[config.mk]
export PLATFORM = sky130hd
export DESIGN_NAME = div_5_frame_tx
export DESIGN_NICKNAME = d
export VERILOG_FILES = /design/src/rtl/div_5_frame_tx.sv
export SDC_FILE = /design/constraint.sdc
export NUM_CORES = 1
export LEC_CHECK = 0
export CORE_ASPECT_RATIO = 0.6
export CORE_MARGIN = 2
export CORE_UTILIZATION = 59
export CTS_CLUSTER_DIAMETER = 120
export CTS_CLUSTER_SIZE = 28
export DETAILED_ROUTE_END_ITERATION = 8
export PLACE_DENSITY_LB_ADDON = 0.12
export SLEW_MARGIN = 5
export SYNTH_ARGS = -nofsm -noshare
export SYNTH_HDL_FRONTEND = slang
export SYNTH_SLANG_ARGS = --single-unit
export TNS_END_PERCENT = 1
[constraint.sdc]
create_clock -name clk -period 6.2 [get_ports clk]
set_clock_uncertainty 0.2 [all_clocks]
set_input_delay 1.55 -clock clk [delete_from_list [all_inputs] [get_ports clk]]
set_output_delay 1.55 -clock clk [all_outputs]
set_load 0.01 [all_outputs]
[src/rtl/div_5_frame_tx.sv]
// Serializes a DATA_W-bit word MSB-first, then appends a 3-bit tag that makes the
// (DATA_W+3)-bit frame a nonzero multiple of 5. The tag comes from a running mod-5 remainder.
module div_5_frame_tx #(
  parameter int unsigned DATA_W = 8
) (
  input  logic              clk,
  input  logic              rst,
  input  logic              in_valid,
  output logic              in_ready,
  input  logic [DATA_W-1:0] in_data,
  output logic              out_valid,
  input  logic              out_ready,
  output logic              out_bit,
  output logic              out_last
);

  localparam int unsigned CntW = $clog2(DATA_W + 3);

  localparam logic [1:0] StIdle = 2'd0;
  localparam logic [1:0] StData = 2'd1;
  localparam logic [1:0] StTag  = 2'd2;

  logic [1:0]        state_q, state_d;
  logic [DATA_W-1:0] shift_q, shift_d;
  logic [2:0]        rem_q, rem_d;
  logic              nz_q, nz_d;
  logic [CntW-1:0]   cnt_q, cnt_d;
  logic [2:0]        tag_q, tag_d;

  logic       take;
  logic [2:0] rem_next;
  logic       nz_next;
  logic [2:0] tag_next;

  assign in_ready  = (state_q == StIdle) && !rst;
  assign out_valid = (state_q == StData) || (state_q == StTag);
  assign take      = out_valid && out_ready;
  assign nz_next   = nz_q | out_bit;

  always_comb begin
    out_bit  = 1'b0;
    out_last = 1'b0;
    case (state_q)
      StData: out_bit = shift_q[DATA_W-1];
      StTag: begin
        case (cnt_q[1:0])
          2'd0:    out_bit = tag_q[2];
          2'd1:    out_bit = tag_q[1];
          default: out_bit = tag_q[0];
        endcase
        out_last = (cnt_q == CntW'(2));
      end
      default: ;
    endcase
  end

  // rem_next = (2*rem + bit) mod 5; remainders 5..7 cannot occur.
  always_comb begin
    rem_next = 3'bx;
    case ({rem_q, out_bit})
      4'b000_0: rem_next = 3'd0;
      4'b000_1: rem_next = 3'd1;
      4'b001_0: rem_next = 3'd2;
      4'b001_1: rem_next = 3'd3;
      4'b010_0: rem_next = 3'd4;
      4'b010_1: rem_next = 3'd0;
      4'b011_0: rem_next = 3'd1;
      4'b011_1: rem_next = 3'd2;
      4'b100_0: rem_next = 3'd3;
      4'b100_1: rem_next = 3'd4;
      default:  rem_next = 3'bx;
    endcase
  end

  // Tag t satisfies (8*rem + t) mod 5 == 0, i.e. t = (2*rem) mod 5.
  always_comb begin
    tag_next = 3'bx;
    case (rem_next)
      3'd0:    tag_next = 3'd0;
      3'd1:    tag_next = 3'd2;
      3'd2:    tag_next = 3'd4;
      3'd3:    tag_next = 3'd1;
      3'd4:    tag_next = 3'd3;
      default: tag_next = 3'bx;
    endcase
    if (!nz_next) tag_next = 3'd5;
  end

  always_comb begin
    state_d = state_q;
    shift_d = shift_q;
    rem_d   = rem_q;
    nz_d    = nz_q;
    cnt_d   = cnt_q;
    tag_d   = tag_q;
    case (state_q)
      StIdle: begin
        if (in_valid && in_ready) begin
          shift_d = in_data;
          rem_d   = 3'd0;
          nz_d    = 1'b0;
          cnt_d   = '0;
          state_d = StData;
        end
      end
      StData: begin
        if (take) begin
          rem_d   = rem_next;
          nz_d    = nz_next;
          shift_d = shift_q << 1;
          if (cnt_q == CntW'(DATA_W - 1)) begin
            tag_d   = tag_next;
            cnt_d   = '0;
            state_d = StTag;
          end else begin
            cnt_d = cnt_q + 1'b1;
          end
        end
      end
      StTag: begin
        if (take) begin
          if (out_last) begin
            cnt_d   = '0;
            state_d = StIdle;
          end else begin
            cnt_d = cnt_q + 1'b1;
          end
        end
      end
      default: state_d = StIdle;
    endcase
  end

  always_ff @(posedge clk) begin
    if (rst) begin
      state_q <= StIdle;
      shift_q <= '0;
      rem_q   <= 3'd0;
      nz_q    <= 1'b0;
      cnt_q   <= '0;
      tag_q   <= 3'd0;
    end else begin
      state_q <= state_d;
      shift_q <= shift_d;
      rem_q   <= rem_d;
      nz_q    <= nz_d;
      cnt_q   <= cnt_d;
      tag_q   <= tag_d;
    end
  end

endmodule

* Yosys cells after proc, flatten, opt, wreduce, memory -nomap -nowiden
Memories as Yosys holds them, arrays and structs flattened.
Index checks and enable logic that the tools add are counted.
** Word-level totals
- Flip-flop bits (word level) :: 21
- Memory bits (read-only) :: 48
- Input port bits :: 12
- Output and inout bits :: 4
- Word-level logic and storage cells :: 63
- Memories :: 1
** Cells by class
- Add/subtract/negate cells :: 1
- Eq/ne operators :: 14
- Multiplexer cells :: 26
- Bitwise operators :: 1
- Reduce and logical (&&, ||, !) cells :: 14
** Memories
- (name not given) :: words 16, width 3, rd ports 1, clocked after memory_dff 0, write ports 0, line 60 : case ({rem_q, out_bit})
** Operators by type and width (count)
- $mux 4 :: 5
- $mux 8 :: 2
- $pmux 8 s2 :: 1
- $pmux 3 s5 :: 1
- $pmux 4 s3 :: 1
- $mux 2 :: 5
- $mux 3 :: 3
- $eq 3x2->1 const B :: 2
- $ne 2x2->1 const B :: 3
- $pmux 1 s2 :: 3
- $pmux 2 s3 :: 1
- $pmux 3 s2 :: 1
- $reduce_and 3->1 :: 2
- $reduce_and 5->1 :: 1
- $add 4x1->4 const B :: 1
- $eq 2x1->1 const B :: 2
- $eq 4x2->1 const B :: 1
- $eq 4x3->1 const B :: 1
- $logic_not 2->1 :: 2
- $ne 2x1->1 const B :: 2
- $reduce_and 4->1 :: 1
- $eq 3x1->1 const B :: 1
- $eq 3x3->1 const B :: 1
- $logic_and 1x1->1 :: 3
- 8 further kinds :: 10

* Logic depth before layout (Yosys ltp)
Gate-level depths: netlist of the first run.
An unclocked memory read counts as a cell.
- Depth in word-level cells :: 7
- Depth in mapped cells :: 8
- Depth with buffers taken out :: 6

* Worst setup path before layout of the first run
Ideal clock, no wire load.
- Kind :: input port to output port
- From :: input port rst
- To :: output port in_ready
- Data arrival time :: 2.216 ns
- Required time :: 4.450 ns
- Slack :: 2.234 ns
- Cell stages on the path :: 3
- Buffers on the path :: 2
- Path through :: clkbuf_1 clkbuf_1 nor2_1
** Between the ends
- Word-level cells in the longest chain between the ends :: 2
** Ends and longest elaborated chain
- from (decl) :: line 7 : input logic rst,
- $logic_not 1->1 :: line 35 : assign in_ready = (state_q == StIdle) && !rst;
- $logic_and 1x1->1 :: line 35
- to (decl) :: line 9 : output logic in_ready,
Every way passes these cells.

* Final worst setup path of the first run
Ends and elaborated chain as after synthesis.

==> results of run 1 <==
cells by family after synthesis:
family	Yosys count
DFF	21
adders and majority gates	9
buffers and inverters	17
muxes	8
AOI/OAI and AO/OA	46
and+or+nand+nor	58
critical path: stages:
cell and delay, ns:
clkdlybuf4s50_1 0.45, buf_4 0.27, nor2_1 0.06, clkdlybuf4s50_1 0.48
power by group:
group,internal (mW),switching [mW],total (mW)
combinational,0.139,0.222,0.361
sequential,0.168,0.0202,0.188
clock,0.0459,0.0461,0.0920
path summary, 6_finish.rpt:
check | end | cells after the start | slack [ns] | startpoint
setup / recovery | in_ready | 4 | 1.64 | rst
hold / removal | shift_q[4] | 2 | 0.31 | shift_q[4]
hold reg to reg | shift_q[4] | 2 | 0.31 | shift_q[4]
setup reg to reg | shift_q[1] | 6 | 3.49 | state_q[1]
final cells by class:
cell class / count / area (um^2) / area share, %
tap: 30 / 37.5 / 2.37
multi-input combinational: 121 / 892 / 56.2
inverter: 9 / 33.8 / 2.13
timing repair buffer: 16 / 158 / 9.94
sequential: 21 / 420 / 26.5
clock buffer: 4 / 45.0 / 2.84
registers in the layout (all words and copies together) (netlist names):
signal,cells
cnt_q,4
nz_q,1
rem_q,3
shift_q,8
state_q,2
tag_q,3
synthesized netlist by cell type (all sizes together), types with 2 or more instances:
cell,instances,area [um^2]
a2111oi,3,51.3
a211oi,8,72.6
a21boi,2,15.0
a21oi,9,45.0
a221o,3,31.3
a221oi,2,23.8
a31oi,2,12.5
buf,5,26.3
clkbuf,3,11.3
dfxtp,21,420
ha,9,113
inv,9,33.8
mux2i,8,80.1
nand2,11,41.3
nand2b,3,26.3
nand3,7,35.0
nor2,17,63.8
nor2b,3,18.8
nor3,4,20.0
nor4b,3,26.3
o2111ai,2,17.5
o21ai,5,25.0
o311ai,2,25.0
or2,2,12.5
or3,2,12.5
metal layers:
layer	up-vias	wire (um)	track usage, %
li1	620	-	-
met1	620	1560	35.7
met2	41	1450	35.0
met3	2	174	6.50
met4	0	19	3.67
met5	-	0	0
per-stage QoR:
step	hold slack, ns	util [%]	cells
detailed placement	0.294	70.2	197
global placement	0.282	70.2	197
floorplan	0.260	-	159
CTS	0.305	72.3	201
global route	0.335	72.3	201
finish	0.306	72.3	201
==> impl_metrics.toml, run 1 <==
[clocking]
cts-root-buf = "clkbuf_8"
cts.path.max_buffers = 2
clock_latency_ns = 0.26
clock-sinks = 21
numCtsBuffers = 3
post_cts_buffers = 0
ctsHoldBuffers = 0
cts_tree = "done"
cts_resized = 0
clk_pin_slew_ns = 0.07
htreeDepth = 1

[synth]
synth_edf_count = 0
synth_fa_ha_area_share_pct = 8.14
synthFlopType = "dfxtp_1"
synth_xor_xnor_area_share_pct = 0
postSynthCellCount = 159
synth_compound_area_share_pct = 28.1
syn_area_um2 = 1380
yosysSeqAreaShare_pct = 30.4
ys_warn_count = 0
ys_ff_latch = 21
synth.distinct_cells = 48
syn_nets = 180
async_flop_share_pct = 0
synth-simple-area-share_pct = 22.4
avgSynthCellArea_um2 = 8.70
muxShareOfSynthArea_pct = 5.79
synth_top_family_by_area = "compound AO/OA/AOI/OAI gates"

[grt]
grt_pass1_vias = 1079
grt-ovfl-total = 0
grt_pass1_wl_um = 5110
antenna_found_initial = 0
grt_max_degree = 25
gr-usage-all-layers_pct = 23.9

[pwr]
p_per_area_nw_per_um2 = 404
ir_worst_vdd_v = 0.000362
power.leakage_nw = 0.531
total_power_mw = 0.642

[timing]
worst_slew_pin_slew_ns = 0.847
max_freq_ghz = 0.219
slew-limit-headroom_pct = 43.5
setup_tns_ns = 0
drv_slew = 0
min_period_ns = 4.56
post-route-period-util_pct = 73.6
timing.final.hold_violations = 0
setup_viol = 0
setup_slack_ns = 1.64
rsz0062_at_grt = "no"

[status]
status = "finished clean"

[routing]
dr.pass1.iters = 5
drt_drc_violations_left = 0
ant_nets = 0
drt_wl_total_um = 3200
avgRoutedWirePerCell_um = 15.9
routed_via_density = 6.38
first_iter_violations = 129
via_count = 1283

[setup_path]
worstSetupPathType = "primary input to output port"
crit_required_ns = 4.45
startpoint_type = "primary input"
cp.arrival_ns = 2.81
worstPathMaxFanout = 24
cp-end-kind = "output port"

[finish]
fillCellCount = 167
final_cell_mix = "dfxtp_1, nor2_1, clkdlybuf4s50_1, nand2_1"
final_common_cell = "dfxtp_1"
layout.cell_area.non_filler_um2 = 1590
n_antenna_cell = 0
drive_gt1_share_pct = 8.19
nets = 193
syn_to_final_growth_pct = 14.6

[hold_path]
hold_class = "register to register"

[die]
ios = 16
start_util_pct = 63.0
die_h_um = 41.5
core_um2 = 2200
die_w_um = 66.5
rows = 13
dieArea_um2 = 2760

[place]
io_buffers = 15
dp_hpwl_um = 2330
gp_congestion = 0.892
post_dp_cell_area_um2 = 1540
pre_cts_slack_ns = 1.63

[flow_run]
maxCapViolations = 0
Power figures use the tool's default switching activity.
==> run 2, diff against run 1 <==
CORE_UTILIZATION = 55   (was 59)
clock period = 4.5 ns   (was 6.2 ns; I/O delays follow)
==> impl_metrics.toml, run 2 (synthesized netlist as in run 1, its figures left out) <==
[status]
status = "finished clean"

[setup_path]
worstSetupPathType = "register to output port"
cp_slowest_cell = "clkdlybuf4s50_1"
worstPathMaxFanout = 6
cp.arrival_ns = 2.35
r2r-end = "rem_q[2]"
r2r-start = "state_q[1]"
ff2ff_setup_slack_ns = 2.17
crit_required_ns = 3.17
startpoint = "cnt_q[0]"
crit_path_end = "out_bit"
crit_chain = "inv_1 > ha_1 > a22o_1 > a221oi_2 > nor2_1 > clkdlybuf4s50_1"
cp-end-kind = "output port"
cp_slowest_stage_delay_ns = 0.51
ff2ff_path_depth = 7
startpoint_type = "register"

[die]
core_um2 = 2450
rows = 14
die_h_um = 42.9
ios = 16
die_w_um = 68.8
start_util_pct = 56.4
dieArea_um2 = 2950

[timing]
max_freq_ghz = 0.272
worst_slew_pin_slew_ns = 0.647
post-route-period-util_pct = 81.7
setup_tns_ns = 0
min_period_ns = 3.68
slew-limit-headroom_pct = 56.7
drv_slew = 0
setup_slack_ns = 0.823
timing.final.hold_violations = 0
rsz0062_at_grt = "no"
setup_viol = 0

[grt]
grt-busiest-layer = "met2"
gr-usage-all-layers_pct = 23.2
antenna_found_initial = 0
grtUsageMet2_pct = 36.5
met3_usage_pct = 6.90
grt_pass1_vias = 1166
grt_pass1_wl_um = 5200
grt_max_degree = 24
use_met1_pct = 31.6
grt-ovfl-total = 0

[finish]
layout.cell_area.non_filler_um2 = 1600
fin_cells = 205
n_antenna_cell = 0
syn_to_final_growth_pct = 15.9
drive_gt1_share_pct = 9.25
final_common_cell = "dfxtp_1"
final_cell_mix = "dfxtp_1, nor2_1, clkdlybuf4s50_1, nand2_1"
top_register = "shift_q"
top_regs = "shift_q (8), cnt_q (4)"
largest_reg_flops = 8
nets = 195

[routing]
ant_nets = 0
routed_via_density = 6.06
drt_wl_total_um = 3160
avgRoutedWirePerCell_um = 15.4
via_count = 1242
dr.pass1.iters = 4
drt_drc_violations_left = 0
first_iter_violations = 102

[pwr]
ir_worst_vdd_v = 0.000517
p_per_area_nw_per_um2 = 555
total_power_mw = 0.890
power.leakage_nw = 0.542

[clocking]
cts.path.max_buffers = 2
clk_pin_slew_ns = 0.08
clock-sinks = 21
cts_resized = 0
htreeDepth = 1
post_cts_buffers = 0
cts_tree = "done"
clock_latency_ns = 0.26
cts-root-buf = "clkbuf_8"
ctsHoldBuffers = 0
numCtsBuffers = 3

[place]
place_inst = 201
io_buffers = 15
gp_congestion = 0.854
dp_hpwl_um = 2360
post_dp_cell_area_um2 = 1560
pre_cts_slack_ns = 1.00

[hold_path]
hold_class = "register to register"

[flow_run]
maxCapViolations = 0
run 2: changes by cell type in the layout (fill, tap and decap cells not counted), sizes merged:
cell | before | now
buf | 1 | 3
run 2: power by group:
part	switching, mW	internal, mW
clock	0.0634	0.0632
sequential	0.0280	0.231
combinational	0.306	0.198
total	0.397	0.493
run 2: how the worst min path moves through the flow:
stage,from,endpoint,slack (ns),cells after the start
after floorplan,shift_q[0],shift_q[0],0.26,2
after global placement,shift_q[0],shift_q[0],0.28,2
after detailed placement,shift_q[0],shift_q[0],0.29,2
after CTS,shift_q[0],shift_q[0],0.31,2
after global routing,tag_q[2],tag_q[2],0.33,2
final,shift_q[0],shift_q[0],0.30,2
run 2: layout make-up:
| class | instances | area, um^2 |
|---|---|---|
| fill | 213 | 848 |
| timing repair buffer | 18 | 173 |
| sequential | 21 | 420 |
| clock buffer | 4 | 45.0 |
| inverter | 9 | 33.8 |
| multi-input combinational | 121 | 892 |
| tap | 32 | 40.0 |
run 2: stage by stage:
stage,util [%],hold WS [ns]
finish,65.4,0.302
global route,65.4,0.332
CTS,65.4,0.308
detailed placement,63.6,0.289
global placement,63.6,0.275
floorplan,-,0.260
run 2: per-layer routing:
metal | wire (um) | vias up
li1 | - | 621
met1 | 1570 | 567
met2 | 1380 | 49
met3 | 197 | 5
met4 | 16 | 0
met5 | 0 | -
run 2: critical path, delay by kind of cell, from the launching register on:
| kind | cells | cell delay [ns] |
|---|---|---|
| AOI/OAI and AO/OA | 2 | 0.70 |
| and+or+nand+nor | 1 | 0.14 |
| DFF | 1 | 0.41 |
| adders and majority gates | 1 | 0.22 |
| buffers and inverters | 2 | 0.61 |
==> run 3, diff against run 2 <==
clock period = 3.6 ns   (was 4.5 ns; I/O delays follow)
==> impl_metrics.toml, run 3 (synthesized netlist as in run 1, its figures left out) <==
[grt]
grt_max_degree = 24
grt_pass1_vias = 1153
antenna_found_initial = 0
gr-usage-all-layers_pct = 25.7
grt_pass1_wl_um = 5600
grt-ovfl-total = 0

[finish]
fin_cells = 206
drive_gt1_share_pct = 9.77
syn_to_final_growth_pct = 16.5
final_common_cell = "dfxtp_1"
fillCellCount = 205
top_register = "shift_q"
top_regs = "shift_q (8), cnt_q (4)"
final_cell_mix = "dfxtp_1, nor2_1, clkdlybuf4s50_1, nand2_1"
n_antenna_cell = 0
largest_reg_flops = 8
nets = 196

[pwr]
p_per_area_nw_per_um2 = 714
power.leakage_nw = 0.547
total_power_mw = 1.15
ir_worst_vdd_v = 0.000595

[place]
pre_cts_slack_ns = 0.518
dp_hpwl_um = 2510
place_inst = 202
gp_congestion = 0.891
io_buffers = 15

[routing]
drt_wl_total_um = 3450
drt_drc_violations_left = 0
first_iter_violations = 222
ant_nets = 0
routed_via_density = 6.19
dr.pass1.iters = 5
avgRoutedWirePerCell_um = 16.8
via_count = 1275

[clocking]
htreeDepth = 1
cts_tree = "done"
clock_latency_ns = 0.26
clock-sinks = 21
numCtsBuffers = 3
clk_pin_slew_ns = 0.07
post_cts_buffers = 0
cts_resized = 0
cts-root-buf = "clkbuf_8"
ctsHoldBuffers = 0
cts.path.max_buffers = 2

[setup_path]
cp-end-kind = "output port"
worstSetupPathType = "register to output port"
cp.arrival_ns = 2.30
ff2ff_path_depth = 7
worstPathMaxFanout = 9
crit_required_ns = 2.50
ff2ff_setup_slack_ns = 1.14
startpoint_type = "register"

[die]
die_h_um = 42.9
ios = 16
die_w_um = 68.8
dieArea_um2 = 2950
start_util_pct = 56.4
core_um2 = 2450
rows = 14

[flow_run]
maxCapViolations = 0

[status]
status = "finished clean"

[timing]
post-route-period-util_pct = 94.5
slew-limit-headroom_pct = 56.0
timing.final.hold_violations = 0
worst_slew_pin_slew_ns = 0.659
setup_viol = 0
setup_slack_ns = 0.198
drv_slew = 0
max_freq_ghz = 0.294
rsz0062_at_grt = "no"
min_period_ns = 3.40
setup_tns_ns = 0

[hold_path]
hold_class = "register to register"
min_path_cells = 2
[run 3: changes by cell type in the layout (fill, tap and decap cells not counted)]
cell	before	now
buf_4	3	4
[run 3: report_power, final]
part / total [mW] / internal [mW] / switching [mW]
logic: 0.666 / 0.264 / 0.402
clock network: 0.157 / 0.0789 / 0.0782
registers: 0.327 / 0.289 / 0.0381
total: 1.15 / 0.632 / 0.519
[run 3: critical path, cell delays in order, from the launching register on]
cell and delay, ns:
dfxtp_1 0.37, inv_1 0.10, ha_1 0.32, and4bb_1 0.26
a221oi_2 0.36, nor2_1 0.14, clkdlybuf4s50_1 0.51
[run 3: stage by stage]
stage,hold slack (ns),utilization (%),area (um^2)
6_report,0.304,65.7,1610
5_1_grt,0.340,65.7,1610
4_1_cts,0.301,65.7,1610
3_5_place_dp,0.291,63.9,1570
3_3_place_gp,0.275,63.9,1570
2_1_floorplan,0.260,-,1380
[run 3: worst paths after layout]
check,startpoint,end
min,shift_q[5],shift_q[5]
min reg2reg,shift_q[5],shift_q[5]
max reg2reg,state_q[1],cnt_q[3]
max,state_q[0],out_bit
[run 3: cell type report]
| type | count | area (um^2) | area share (%) |
|---|---|---|---|
| clock buffer | 4 | 45.0 | 2.80 |
| inverter | 9 | 33.8 | 2.10 |
| multi-input combinational | 121 | 892 | 55.4 |
| sequential | 21 | 420 | 26.1 |
| tap | 32 | 40.0 | 2.48 |
| timing repair buffer | 19 | 180 | 11.2 |
[run 3: metal layers]
layer	GRT usage, %	vias to the layer above	wire length (um)
li1	-	623	-
met1	40.5	599	1770
met2	35.4	49	1460
met3	6.90	4	211
met4	3.14	0	16
met5	0	-	0
